[config.mk]
export PLATFORM = sky130hd
export DESIGN_NAME = cache_mem_arbiter_flat
export DESIGN_NICKNAME = d
export VERILOG_FILES = /design/src/rtl/cache_arb_pkg.sv /design/src/rtl/generic_bus_if.sv /design/src/rtl/cache_arb_select.sv /design/src/rtl/cache_mem_arbiter.sv /design/src/flat_wrapper.sv
export SDC_FILE = /design/constraint.sdc
export NUM_CORES = 1
export LEC_CHECK = 0
export BUFFER_PORTS_ARGS = -buffer_cell sky130_fd_sc_hd__clkbuf_2
export CELL_PAD_IN_SITES_DETAIL_PLACEMENT = 0
export CELL_PAD_IN_SITES_GLOBAL_PLACEMENT = 2
export CORE_ASPECT_RATIO = 0.75
export CORE_UTILIZATION = 10
export CTS_CLUSTER_SIZE = 16
export DETAILED_ROUTE_END_ITERATION = 16
export PLACE_DENSITY_LB_ADDON = 0.1
export SLEW_MARGIN = 20
export SYNTH_ARGS = -nofsm -noshare
export SYNTH_HDL_FRONTEND = slang
export SYNTH_SLANG_ARGS = --single-unit
[constraint.sdc]
create_clock -name CLK -period 2 [get_ports CLK]
set_clock_uncertainty 0.05 [all_clocks]
set_input_delay 0.4 -clock CLK [delete_from_list [all_inputs] [get_ports CLK]]
set_output_delay 0.4 -clock CLK [all_outputs]
set_load 0.01 [all_outputs]
[src/rtl/cache_arb_pkg.sv]
// Shared types for the L1-to-memory arbiter: FSM state encoding and
// the owner tag used by the next-owner picker and the last_grant register.
package cache_arb_pkg;

  typedef enum logic [1:0] {
    IDLE    = 2'd0,
    GRANT_I = 2'd1,
    GRANT_D = 2'd2
  } arb_state_t;

  typedef enum logic {
    OWNER_I = 1'b0,
    OWNER_D = 1'b1
  } arb_owner_t;

  // A requester wants the bus whenever it asserts either strobe.
  function automatic logic is_requesting(input logic ren, input logic wen);
    return ren | wen;
  endfunction

endpackage

[src/rtl/generic_bus_if.sv]
// Generic memory bus used between the L1 caches, the arbiter and memory.
// generic_bus is the slave-side view, cpu is the master-side view.
interface generic_bus_if #(
  parameter int ADDR_W = 32,
  parameter int DATA_W = 32
);

  logic [ADDR_W-1:0]   addr;
  logic [DATA_W-1:0]   wdata;
  logic [DATA_W-1:0]   rdata;
  logic                ren;
  logic                wen;
  logic                busy;
  logic [DATA_W/8-1:0] byte_en;

  modport generic_bus (
    input  addr, wdata, ren, wen, byte_en,
    output rdata, busy
  );

  modport cpu (
    output addr, wdata, ren, wen, byte_en,
    input  rdata, busy
  );

endinterface

[src/rtl/cache_arb_select.sv]
// Combinational next-owner picker for the cache memory arbiter.
// Build option ARB_ROUND_ROBIN_EN: when defined, a tie goes to the requester
// not granted last; otherwise D$ always wins a tie.
module cache_arb_select
  import cache_arb_pkg::*;
(
`ifdef ARB_ROUND_ROBIN_EN
  input  arb_owner_t last_grant,
`endif
  input  logic       req_i,
  input  logic       req_d,
  output logic       pick_valid,
  output arb_owner_t pick_owner
);

  // Choose who gets the bus next; only meaningful while the FSM is idle.
  always_comb begin
    pick_valid = req_i | req_d;
    pick_owner = OWNER_D;
    if (req_i && !req_d) begin
      pick_owner = OWNER_I;
    end else if (req_i && req_d) begin
`ifdef ARB_ROUND_ROBIN_EN
      pick_owner = (last_grant == OWNER_I) ? OWNER_D : OWNER_I;
`else
      pick_owner = OWNER_D;
`endif
    end
  end

endmodule

[src/rtl/cache_mem_arbiter.sv]
// Two-to-one arbiter serialising I$ and D$ memory traffic onto one bus.
// A grant is held until the transaction completes or is abandoned, and is
// always followed by one IDLE cycle. The non-granted side sees busy high.
// Build option ARB_ROUND_ROBIN_EN: adds a last_grant register so ties
// alternate; without it D$ has fixed priority.
module cache_mem_arbiter
  import cache_arb_pkg::*;
#(
  parameter int ADDR_W = 32,
  parameter int DATA_W = 32
) (
  input  logic                   CLK,
  input  logic                   nRST,
  generic_bus_if.generic_bus     icache_gen_bus_if,
  generic_bus_if.generic_bus     dcache_gen_bus_if,
  generic_bus_if.cpu             mem_gen_bus_if,
  output logic                   grant_d,
  output logic                   grant_i
);

  arb_state_t state;
  logic       req_i;
  logic       req_d;
  logic       pick_valid;
  arb_owner_t pick_owner;

  assign req_i = is_requesting(icache_gen_bus_if.ren, icache_gen_bus_if.wen);
  assign req_d = is_requesting(dcache_gen_bus_if.ren, dcache_gen_bus_if.wen);

`ifdef ARB_ROUND_ROBIN_EN
  arb_owner_t last_grant;

  // Remember who won the most recent arbitration so the next tie flips.
  always_ff @(posedge CLK or negedge nRST) begin
    if (!nRST) begin
      last_grant <= OWNER_I;
    end else if (state == IDLE && pick_valid) begin
      last_grant <= pick_owner;
    end
  end
`endif

  cache_arb_select u_select (
`ifdef ARB_ROUND_ROBIN_EN
    .last_grant (last_grant),
`endif
    .req_i      (req_i),
    .req_d      (req_d),
    .pick_valid (pick_valid),
    .pick_owner (pick_owner)
  );

  // Grant FSM with registered grant flags; every grant returns through IDLE.
  always_ff @(posedge CLK or negedge nRST) begin
    if (!nRST) begin
      state   <= IDLE;
      grant_i <= 1'b0;
      grant_d <= 1'b0;
    end else begin
      case (state)
        IDLE: begin
          if (pick_valid) begin
            if (pick_owner == OWNER_D) begin
              state   <= GRANT_D;
              grant_d <= 1'b1;
            end else begin
              state   <= GRANT_I;
              grant_i <= 1'b1;
            end
          end
        end
        GRANT_I: begin
          if (!req_i || !mem_gen_bus_if.busy) begin
            state   <= IDLE;
            grant_i <= 1'b0;
          end
        end
        GRANT_D: begin
          if (!req_d || !mem_gen_bus_if.busy) begin
            state   <= IDLE;
            grant_d <= 1'b0;
          end
        end
        default: begin
          state   <= IDLE;
          grant_i <= 1'b0;
          grant_d <= 1'b0;
        end
      endcase
    end
  end

  // Route the owner's request downstream and the response back to it only.
  always_comb begin
    mem_gen_bus_if.addr       = {ADDR_W{1'b0}};
    mem_gen_bus_if.wdata      = {DATA_W{1'b0}};
    mem_gen_bus_if.byte_en    = {(DATA_W/8){1'b0}};
    mem_gen_bus_if.ren        = 1'b0;
    mem_gen_bus_if.wen        = 1'b0;
    icache_gen_bus_if.busy    = 1'b1;
    icache_gen_bus_if.rdata   = {DATA_W{1'b0}};
    dcache_gen_bus_if.busy    = 1'b1;
    dcache_gen_bus_if.rdata   = {DATA_W{1'b0}};
    case (state)
      GRANT_I: begin
        mem_gen_bus_if.addr     = icache_gen_bus_if.addr;
        mem_gen_bus_if.wdata    = icache_gen_bus_if.wdata;
        mem_gen_bus_if.byte_en  = icache_gen_bus_if.byte_en;
        mem_gen_bus_if.ren      = icache_gen_bus_if.ren;
        mem_gen_bus_if.wen      = icache_gen_bus_if.wen;
        icache_gen_bus_if.busy  = mem_gen_bus_if.busy;
        icache_gen_bus_if.rdata = mem_gen_bus_if.rdata;
      end
      GRANT_D: begin
        mem_gen_bus_if.addr     = dcache_gen_bus_if.addr;
        mem_gen_bus_if.wdata    = dcache_gen_bus_if.wdata;
        mem_gen_bus_if.byte_en  = dcache_gen_bus_if.byte_en;
        mem_gen_bus_if.ren      = dcache_gen_bus_if.ren;
        mem_gen_bus_if.wen      = dcache_gen_bus_if.wen;
        dcache_gen_bus_if.busy  = mem_gen_bus_if.busy;
        dcache_gen_bus_if.rdata = mem_gen_bus_if.rdata;
      end
      default: begin
      end
    endcase
  end

endmodule

[src/flat_wrapper.sv]
// flat-port wrapper written by rule: the top's interface ports become plain ports
module cache_mem_arbiter_flat import cache_arb_pkg::*;
#(
  parameter int ADDR_W = 32,
  parameter int DATA_W = 32
)
  (CLK, nRST, grant_d, grant_i, icache_gen_bus_if_addr, icache_gen_bus_if_wdata, icache_gen_bus_if_ren, icache_gen_bus_if_wen, icache_gen_bus_if_byte_en, icache_gen_bus_if_rdata, icache_gen_bus_if_busy, dcache_gen_bus_if_addr, dcache_gen_bus_if_wdata, dcache_gen_bus_if_ren, dcache_gen_bus_if_wen, dcache_gen_bus_if_byte_en, dcache_gen_bus_if_rdata, dcache_gen_bus_if_busy, mem_gen_bus_if_addr, mem_gen_bus_if_wdata, mem_gen_bus_if_ren, mem_gen_bus_if_wen, mem_gen_bus_if_byte_en, mem_gen_bus_if_rdata, mem_gen_bus_if_busy);
  generic_bus_if #(.ADDR_W(ADDR_W), .DATA_W(DATA_W)) icache_gen_bus_if_i ();
  generic_bus_if #(.ADDR_W(ADDR_W), .DATA_W(DATA_W)) dcache_gen_bus_if_i ();
  generic_bus_if #(.ADDR_W(ADDR_W), .DATA_W(DATA_W)) mem_gen_bus_if_i ();
  input  logic CLK;
  input  logic nRST;
  output logic grant_d;
  output logic grant_i;
  input wire logic [$bits(icache_gen_bus_if_i.addr)-1:0] icache_gen_bus_if_addr;
  input wire logic [$bits(icache_gen_bus_if_i.wdata)-1:0] icache_gen_bus_if_wdata;
  input wire logic [$bits(icache_gen_bus_if_i.ren)-1:0] icache_gen_bus_if_ren;
  input wire logic [$bits(icache_gen_bus_if_i.wen)-1:0] icache_gen_bus_if_wen;
  input wire logic [$bits(icache_gen_bus_if_i.byte_en)-1:0] icache_gen_bus_if_byte_en;
  output wire logic [$bits(icache_gen_bus_if_i.rdata)-1:0] icache_gen_bus_if_rdata;
  output wire logic [$bits(icache_gen_bus_if_i.busy)-1:0] icache_gen_bus_if_busy;
  input wire logic [$bits(dcache_gen_bus_if_i.addr)-1:0] dcache_gen_bus_if_addr;
  input wire logic [$bits(dcache_gen_bus_if_i.wdata)-1:0] dcache_gen_bus_if_wdata;
  input wire logic [$bits(dcache_gen_bus_if_i.ren)-1:0] dcache_gen_bus_if_ren;
  input wire logic [$bits(dcache_gen_bus_if_i.wen)-1:0] dcache_gen_bus_if_wen;
  input wire logic [$bits(dcache_gen_bus_if_i.byte_en)-1:0] dcache_gen_bus_if_byte_en;
  output wire logic [$bits(dcache_gen_bus_if_i.rdata)-1:0] dcache_gen_bus_if_rdata;
  output wire logic [$bits(dcache_gen_bus_if_i.busy)-1:0] dcache_gen_bus_if_busy;
  output wire logic [$bits(mem_gen_bus_if_i.addr)-1:0] mem_gen_bus_if_addr;
  output wire logic [$bits(mem_gen_bus_if_i.wdata)-1:0] mem_gen_bus_if_wdata;
  output wire logic [$bits(mem_gen_bus_if_i.ren)-1:0] mem_gen_bus_if_ren;
  output wire logic [$bits(mem_gen_bus_if_i.wen)-1:0] mem_gen_bus_if_wen;
  output wire logic [$bits(mem_gen_bus_if_i.byte_en)-1:0] mem_gen_bus_if_byte_en;
  input wire logic [$bits(mem_gen_bus_if_i.rdata)-1:0] mem_gen_bus_if_rdata;
  input wire logic [$bits(mem_gen_bus_if_i.busy)-1:0] mem_gen_bus_if_busy;
  assign icache_gen_bus_if_i.addr = icache_gen_bus_if_addr;
  assign icache_gen_bus_if_i.wdata = icache_gen_bus_if_wdata;
  assign icache_gen_bus_if_i.ren = icache_gen_bus_if_ren;
  assign icache_gen_bus_if_i.wen = icache_gen_bus_if_wen;
  assign icache_gen_bus_if_i.byte_en = icache_gen_bus_if_byte_en;
  assign icache_gen_bus_if_rdata = icache_gen_bus_if_i.rdata;
  assign icache_gen_bus_if_busy = icache_gen_bus_if_i.busy;
  assign dcache_gen_bus_if_i.addr = dcache_gen_bus_if_addr;
  assign dcache_gen_bus_if_i.wdata = dcache_gen_bus_if_wdata;
  assign dcache_gen_bus_if_i.ren = dcache_gen_bus_if_ren;
  assign dcache_gen_bus_if_i.wen = dcache_gen_bus_if_wen;
  assign dcache_gen_bus_if_i.byte_en = dcache_gen_bus_if_byte_en;
  assign dcache_gen_bus_if_rdata = dcache_gen_bus_if_i.rdata;
  assign dcache_gen_bus_if_busy = dcache_gen_bus_if_i.busy;
  assign mem_gen_bus_if_addr = mem_gen_bus_if_i.addr;
  assign mem_gen_bus_if_wdata = mem_gen_bus_if_i.wdata;
  assign mem_gen_bus_if_ren = mem_gen_bus_if_i.ren;
  assign mem_gen_bus_if_wen = mem_gen_bus_if_i.wen;
  assign mem_gen_bus_if_byte_en = mem_gen_bus_if_i.byte_en;
  assign mem_gen_bus_if_i.rdata = mem_gen_bus_if_rdata;
  assign mem_gen_bus_if_i.busy = mem_gen_bus_if_busy;
  cache_mem_arbiter #(.ADDR_W(ADDR_W), .DATA_W(DATA_W)) u_core (.CLK(CLK), .nRST(nRST), .icache_gen_bus_if(icache_gen_bus_if_i), .dcache_gen_bus_if(dcache_gen_bus_if_i), .mem_gen_bus_if(mem_gen_bus_if_i), .grant_d(grant_d), .grant_i(grant_i));
endmodule
==> results of run 1 <==
## final cells by class
| class | count | area share |
|---|---|---|
| Sequential cell | 4 | 0.02392 |
| Timing Repair Buffer | 334 | 0.4619 |
| Clock buffer | 3 | 0.01794 |
| Multi-Input combinational cell | 225 | 0.4215 |
| Inverter | 2 | 0.001794 |
| Tap cell | 242 | 0.07235 |
| Antenna cell | 1 | 0.0005979 |
## where the power goes
group          total [mW]  internal, mW  switching, mW
logic                3.89          1.92           1.97
registers           0.142         0.118         0.0239
clock network       0.309         0.255         0.0537
total                4.34          2.29           2.04
## state kept, by name, summed over array words and instances (netlist names)
signal	cells
u_core.state	2
u_core.grant_i	1
u_core.grant_d	1
## cells in the final DEF, fill, tap and decap left out
cell type | synthesis | final
clkbuf_2 | 0 | 303
nor2b_1 | 70 | 70
and2_1 | 64 | 64
a22oi_1 | 70 | 40
a22oi_2 | 0 | 30
buf_2 | 5 | 9
buf_12 | 0 | 9
clkbuf_16 | 0 | 6
buf_4 | 1 | 4
dfrtp_1 | 4 | 4
mux2_1 | 3 | 3
ha_4 | 0 | 3
buf_6 | 0 | 3
inv_2 | 0 | 2
nand2b_1 | 2 | 2
ha_1 | 5 | 2
diode_2 | 0 | 1
or2_4 | 1 | 1
nor2_1 | 1 | 1
a21boi_1 | 1 | 1
a311oi_1 | 1 | 1
nor4_2 | 1 | 1
nand2_1 | 1 | 1
o2bb2ai_2 | 1 | 1
and3_1 | 1 | 1
nor3_2 | 1 | 1
mux2_4 | 1 | 1
a31oi_2 | 1 | 1
buf_16 | 0 | 1
buf_8 | 0 | 1
dlygate4sd3_1 | 0 | 1
## path summary, 6_finish.rpt
check	startpoint	to	cells past startpoint
max	u_core.state[0]	mem_gen_bus_if_addr[18]	7
min	u_core.grant_i	u_core.grant_i	1
max reg2reg	u_core.state[1]	u_core.state[1]	7
min reg2reg	u_core.grant_i	u_core.grant_i	1
max in group asynchronous	nRST	u_core.grant_i	2
min in group asynchronous	nRST	u_core.state[1]	2
## logic make-up (layout without fill, tap and decap cells)
logic type / Yosys count / in the layout / synth area share
and+or+nand+nor: 142 / 142 / 0.4958
DFF: 4 / 4 / 0.05540
other: 0 / 1 / 0
AOI/OAI and AO/OA: 74 / 74 / 0.3151
muxes: 4 / 4 / 0.02700
buffers and inverters: 32 / 339 / 0.07202
adders and majority gates: 5 / 5 / 0.03463
## per-layer routing
metal	global-route usage	vias to the layer above	share of wire	routed length (µm)
li1	-	1529	-	-
met1	0.1111	1470	0.39	4361
met2	0.2071	141	0.53	5985
met3	0.02017	4	0.073	815
met4	0.02002	0	0.0058	65
met5	0	-	0	0
## stage by stage
| stage | setup slack (ps) | instances | setup TNS (ps) | hold WS, ps |
|---|---|---|---|---|
| final | -47.64 | 811 | -820.5 | 456.2 |
| after global routing | -114.4 | 810 | -6137 | 483.6 |
| after CTS | -52.88 | 804 | -891.1 | 459.0 |
| after detailed placement | 67.32 | 798 | 0 | 164.2 |
| after global placement | 105.2 | 798 | 0 | 168.0 |
| after floorplan | 127.6 | 261 | 0 | 54.41 |
## timing repair
action,CTS,global route
hold buffers,1,0
buffers inserted,1,2
pin swaps,3,3
endpoints found under the setup margin,70,93
hold endpoints to repair,4,0
cloned,1,4
gates resized for setup,11,38
==> reports/qor.yml, run 1 <==
run_status:
  outcome: "complete, but fails checks"
  violated_checks: "setup timing"
global_route:
  globalRoute.totalOverflow: 0
  initial_antenna_violation_count: 0
  grt_pass1_vias: 2986
  grt_usage: 0.1040
  grt_start_max_net_pins: 36
  wire_length_of_the_first_global_routing_pass_mm: 15.34
synth:
  synth_seq_cells: 4
  synth_edf_count: 0
  flip_flop_cell_with_the_highest_count_after_synthesis: "dfrtp_1"
  synth_cell_types: 23
  seq_area_frac_synth: 0.05540
  synth_top_area_share: 0.2909
  largest_cells_by_area_after_synthesis: "a22oi_1, nor2b_1, and2_1, dfrtp_1, clkbuf_1"
  synth_area_per_cell_um2: 6.922
  synth_area_leader_cell: "a22oi_1"
  number_of_warnings_reported_in_the_yosys_synthesis_log: 0
  synthesis.nets: 441
  synth_async_sr_flop_share: 1.000
  cells_after_synthesis: 261
  synth.cells.most_frequent: "a22oi_1, nor2b_1, and2_1"
  synthesis.area_mm2: 0.001807
power:
  totalPowerFinal_mw: 4.338
  ir_drop_mv: 0.4180
  p_leak_nw: 2.115
  power.density_cell_area_mw_per_mm2: 1037
worst_hold_path:
  hold_class: "reg2reg"
sta:
  maximum_clock_frequency_ghz: 0.4884
  setup_violations: 47
  final_max_slew_viol_count: 0
  timing.slew.headroom: 0.7895
  period_share: 1.024
  unrepaired_setup_endpoints_after_global_routing: "yes"
  layout_min_cycle_time_ps: 2048
  worst-slew-pin-transition_ps: 313.6
  final_worst_slack_ps: -47.64
  report.final.hold_viol_count: 0
clock_tree:
  clk_root_buffer_cell: "clkbuf_16"
  clk_transition_reported_paths_ps: 30
  clock_latency_ps: 220
  htreeDepth: 1
  cts_sinks: 4
  clock_tree_from_tritoncts: "built"
  clockBufferDepth: 2
  number_of_buffers_inserted_during_clock_tree_synthesis: 3
worst_setup_path:
  worstSetupEndpointType: "primary output"
  critical_path.slowest_cell: "dfrtp_1"
  ff2ff_setup_slack_ps: 180
  critical_path.startpoint_type: "flip-flop"
  crit_type: "reg2out"
  timing.critical_path.arrival_ps: 1600
  cpLargestDelayFamily: "buffers and inverters"
  cp.buffers_inverters: 4
  critPathMaxFanout: 9
  cp_slowest_stage_delay_ps: 380
  crit_chain: "buf_4 -> ha_4 -> buf_12 -> clkbuf_16 -> a22oi_1 -> nor2b_1 -> clkbuf_2"
  critPathRequiredTime_ps: 1550
drt:
  detail_route.drc_violations: 0
  detail_route.first_pass.iterations: 4
  violation_count_after_the_first_detailed_routing_iteration: 101
  totalWireLength_mm: 11.23
  vias_per_cell: 3.877
  avgRoutedWirePerCell_um: 13.84
  vias: 3144
  ant_nets: 0
floorplan:
  start_util: 0.1023
  die-area_mm2: 0.01861
  std_cell_rows: 42
  floorplan.die.height_um: 118.4
  chipWidth_um: 157.2
  fp.coreArea_mm2: 0.01766
  io_pins: 313
job:
  max-cap-violations: 0
final_layout:
  final_nets: 750
  final_core_utilization: 0.2370
  postLayoutCellArea_mm2: 0.004185
  layout-area-overhead-vs-synth_pct: 131.6
  multi_input_combinational_cell_area_mm2: 0.001764
  drive_gt1_frac: 0.6637
  register_area_um2: 100.1
  fillCellCount: 2017
placement:
  place.gp.congestion: 0.7241
  port_buffers: 312
  hpwlAfterDp_mm: 8.556
  post_dp_cell_area_mm2: 0.003764
Note: power is estimated with default switching activity, not from simulation.
==> inputs of run 2 (changes only) <==
--- a/config.mk
+++ b/config.mk
@@ -13,6 +13,7 @@
 export CTS_CLUSTER_SIZE = 16
 export DETAILED_ROUTE_END_ITERATION = 16
 export PLACE_DENSITY_LB_ADDON = 0.1
+export SETUP_SLACK_MARGIN = 0.1
 export SLEW_MARGIN = 20
 export SYNTH_ARGS = -nofsm -noshare
 export SYNTH_HDL_FRONTEND = slang
==> run 2 against run 1 <==
Effect of this change:
- the run still ends with setup timing left
- design area is 24% higher
- register-to-register slack hardly changed
- sequential share of layout area is 0.46 points lower
- count of clock-buffer cells in the layout stayed put
- critical endpoint is now icache_gen_bus_if_rdata[16]
- die area stayed put
- global-route usage is 1.5 points higher
- setup slack worse by 25 ps
- non-clock buffer count is 22 higher
- utilization is 5.7 points higher
- via count is 5.3% higher
==> reports/qor.yml, run 2 (synthesis results as in run 1) <==
floorplan:
  start_util: 0.1023  # unchanged
  die-area_mm2: 0.01861  # unchanged
  fp.coreArea_mm2: 0.01766  # unchanged
  chipWidth_um: 157.2  # unchanged
  floorplan.die.height_um: 118.4  # unchanged
  std_cell_rows: 42  # unchanged
  io_pins: 313  # unchanged
worst_hold_path:
  hp-start: "u_core.grant_i"
  hold_class: "reg2reg"
  holdPathEnd: "u_core.grant_i"
  hold-path-cell-count: 1  # unchanged
worst_setup_path:
  timing.critical_path.arrival_ps: 1620  # +20 ps
  worst_r2r_endpoint: "u_core.grant_i"
  critical_path.slowest_cell: "dfrtp_1"
  ff2ff_setup_slack_ps: 170  # about the same
  cp.buffers_inverters: 5  # +1
  worstSetupEndpointType: "primary output"
  r2r-start: "u_core.state[1]"
  crit_type: "reg2out"
  cpLargestDelayFamily: "buffers and inverters"
  critPathMaxFanout: 6  # -3
  cp_slowest_stage_delay_ps: 390  # about the same
  worst_r2r_path_cells: 6  # -1
  crit_chain: "buf_6 -> ha_4 -> buf_12 -> buf_4 -> buf_6 -> and2_1 -> clkbuf_2"
  critical_path.startpoint_type: "flip-flop"
  critPathRequiredTime_ps: 1550  # about the same
  worst_path_most_repeated_cell: "buf_6"
clock_tree:
  number_of_buffers_inserted_during_clock_tree_synthesis: 3  # unchanged
  clk_transition_reported_paths_ps: 30  # about the same
  clock_latency_ps: 220  # about the same
  clockBufferDepth: 2  # unchanged
  clock_tree_from_tritoncts: "built"
  cts_sinks: 4  # unchanged
  htreeDepth: 1  # unchanged
  clk_root_buffer_cell: "clkbuf_16"
placement:
  place.gp.congestion: 0.7241  # unchanged
  dpl.cell_count: 798  # unchanged
  hpwlAfterDp_mm: 8.556  # unchanged
  post_dp_cell_area_mm2: 0.003764  # unchanged
  port_buffers: 312  # unchanged
sta:
  maximum_clock_frequency_ghz: 0.4824  # -1.2%
  tns_ps: -2303  # -1482 ps
  setup_violations: 74  # +57%
  timing.slew.headroom: 0.7996  # +0.01013
  report.final.hold_viol_count: 0  # unchanged
  worst-slew-pin-transition_ps: 298.6  # -15.09 ps
  unrepaired_setup_endpoints_after_global_routing: "yes"
  final_max_slew_viol_count: 0  # unchanged
  layout_min_cycle_time_ps: 2073  # +25.47 ps
  period_share: 1.037  # +0.01274
  final_worst_slack_ps: -73.11  # -25.47 ps
drt:
  detail_route.first_pass.iterations: 4  # unchanged
  vias_per_cell: 3.975  # +2.5%
  totalWireLength_mm: 12.96  # +15%
  ant_nets: 0  # unchanged
  avgRoutedWirePerCell_um: 15.56  # +12%
  detail_route.drc_violations: 0  # unchanged
  vias: 3311  # +5.3%
  violation_count_after_the_first_detailed_routing_iteration: 107  # +5.9%
final_layout:
  largest_register: "u_core.state"
  layout.cells.non_filler: 833  # +2.7%
  layout-area-overhead-vs-synth_pct: 187.2
  largest_reg_flops: 2  # unchanged
  biggestRegsByFlops: "u_core.state x2, u_core.grant_d x1, u_core.grant_i x1"
  layout_commonest_cell: "clkbuf_2"
  postLayoutCellArea_mm2: 0.005189  # +24%
  final_nets: 772  # +2.9%
  drive_gt1_frac: 0.8288  # +0.1651
  layout.cells.most_common_list: "clkbuf_2, buf_2, a22oi_2, nor2b_1, buf_6"
power:
  power.density_cell_area_mw_per_mm2: 1122  # +8.3%
  p_leak_nw: 2.520  # +19%
  ir_drop_mv: 0.4296  # +2.8%
  totalPowerFinal_mw: 5.824  # +34%
global_route:
  grt_pass1_vias: 3196  # +7.0%
  grt_usage: 0.1189  # +0.01482
  wire_length_of_the_first_global_routing_pass_mm: 17.13  # +12%
  globalRoute.totalOverflow: 0  # unchanged
  initial_antenna_violation_count: 0  # unchanged
  grt_start_max_net_pins: 36  # unchanged
job:
  max-cap-violations: 0  # unchanged
run_status:
  violated_checks: "setup timing"
  outcome: "complete, but fails checks"
==> run 2: cell count changes in the layout (fill, tap and decap cells not counted), sizes merged <==
cell / before / now
buf: 27 / 140
clkbuf: 309 / 217
bufbuf: 0 / 1
==> run 2: final cells by class <==
| type | instances | area [µm²] |
|---|---|---|
| inverter | 2 | 7.507 |
| sequential | 4 | 100.1 |
| fill | 1947 | 12470 |
| tap | 242 | 302.8 |
| multi-input combinational | 225 | 2072 |
| clock buffer | 3 | 75.07 |
| timing repair buffer | 356 | 2629 |
| antenna | 1 | 2.502 |
==> run 2: through the flow <==
step | worst slack [ps] | util | hold slack, ps
after global routing | -139.2 | 0.2937 | 483.6
after floorplan | 127.6 | - | 54.41
final | -73.11 | 0.2939 | 462.2
after detailed placement | 67.32 | 0.2132 | 164.2
after global placement | 105.2 | 0.2132 | 168.0
after CTS | -59.22 | 0.2562 | 459.0
==> run 2: report_power, final <==
group	total (mW)	internal, mW	leakage (nW)	switching, mW
logic	5.37	3.01	2.43	2.36
clock network	0.310	0.255	0.0370	0.0550
registers	0.145	0.118	0.0488	0.0265
total	5.82	3.38	2.52	2.44
==> run 2: worst max-delay path by stage <==
stage	endpoint	depth (start not counted)	startpoint	slack, ps
4_1_cts	mem_gen_bus_if_addr[4]	7	u_core.state[1]	-60
2_1_floorplan	mem_gen_bus_if_wdata[10]	7	u_core.state[0]	130
3_5_place_dp	mem_gen_bus_if_addr[26]	5	u_core.state[1]	70
5_1_grt	mem_gen_bus_if_byte_en[2]	6	u_core.state[0]	-140
3_3_place_gp	u_core.state[0]	7	u_core.state[0]	110
6_report	icache_gen_bus_if_rdata[16]	7	u_core.state[0]	-70
==> run 2: layer usage <==
metal	global-route usage	routed length (µm)	share of wire	up-vias
met2	0.2384	6948	0.54	141
met4	0.02002	93	0.0072	0
li1	-	-	-	1586
met3	0.02017	803	0.062	6
met1	0.1283	5118	0.39	1578
met5	0	0	0	-
==> run 2: worst register-to-register path, stage by stage (launching register included) <==
cell,delay (ps)
dfrtp_1,390
buf_6,140
buf_6,110
ha_4,210
buf_8,170
a311oi_1,270
mux2_1,360
==> run 2: timing repair <==
item                                   4_1_cts  5_1_grt
hold buffers                                 1        0
endpoints found under the hold margin        4        0
buffers inserted                             9        5
resized for setup                           79      228
setup endpoints to repair                  102      137
pin swaps                                    7       47
gates cloned                                 9        9
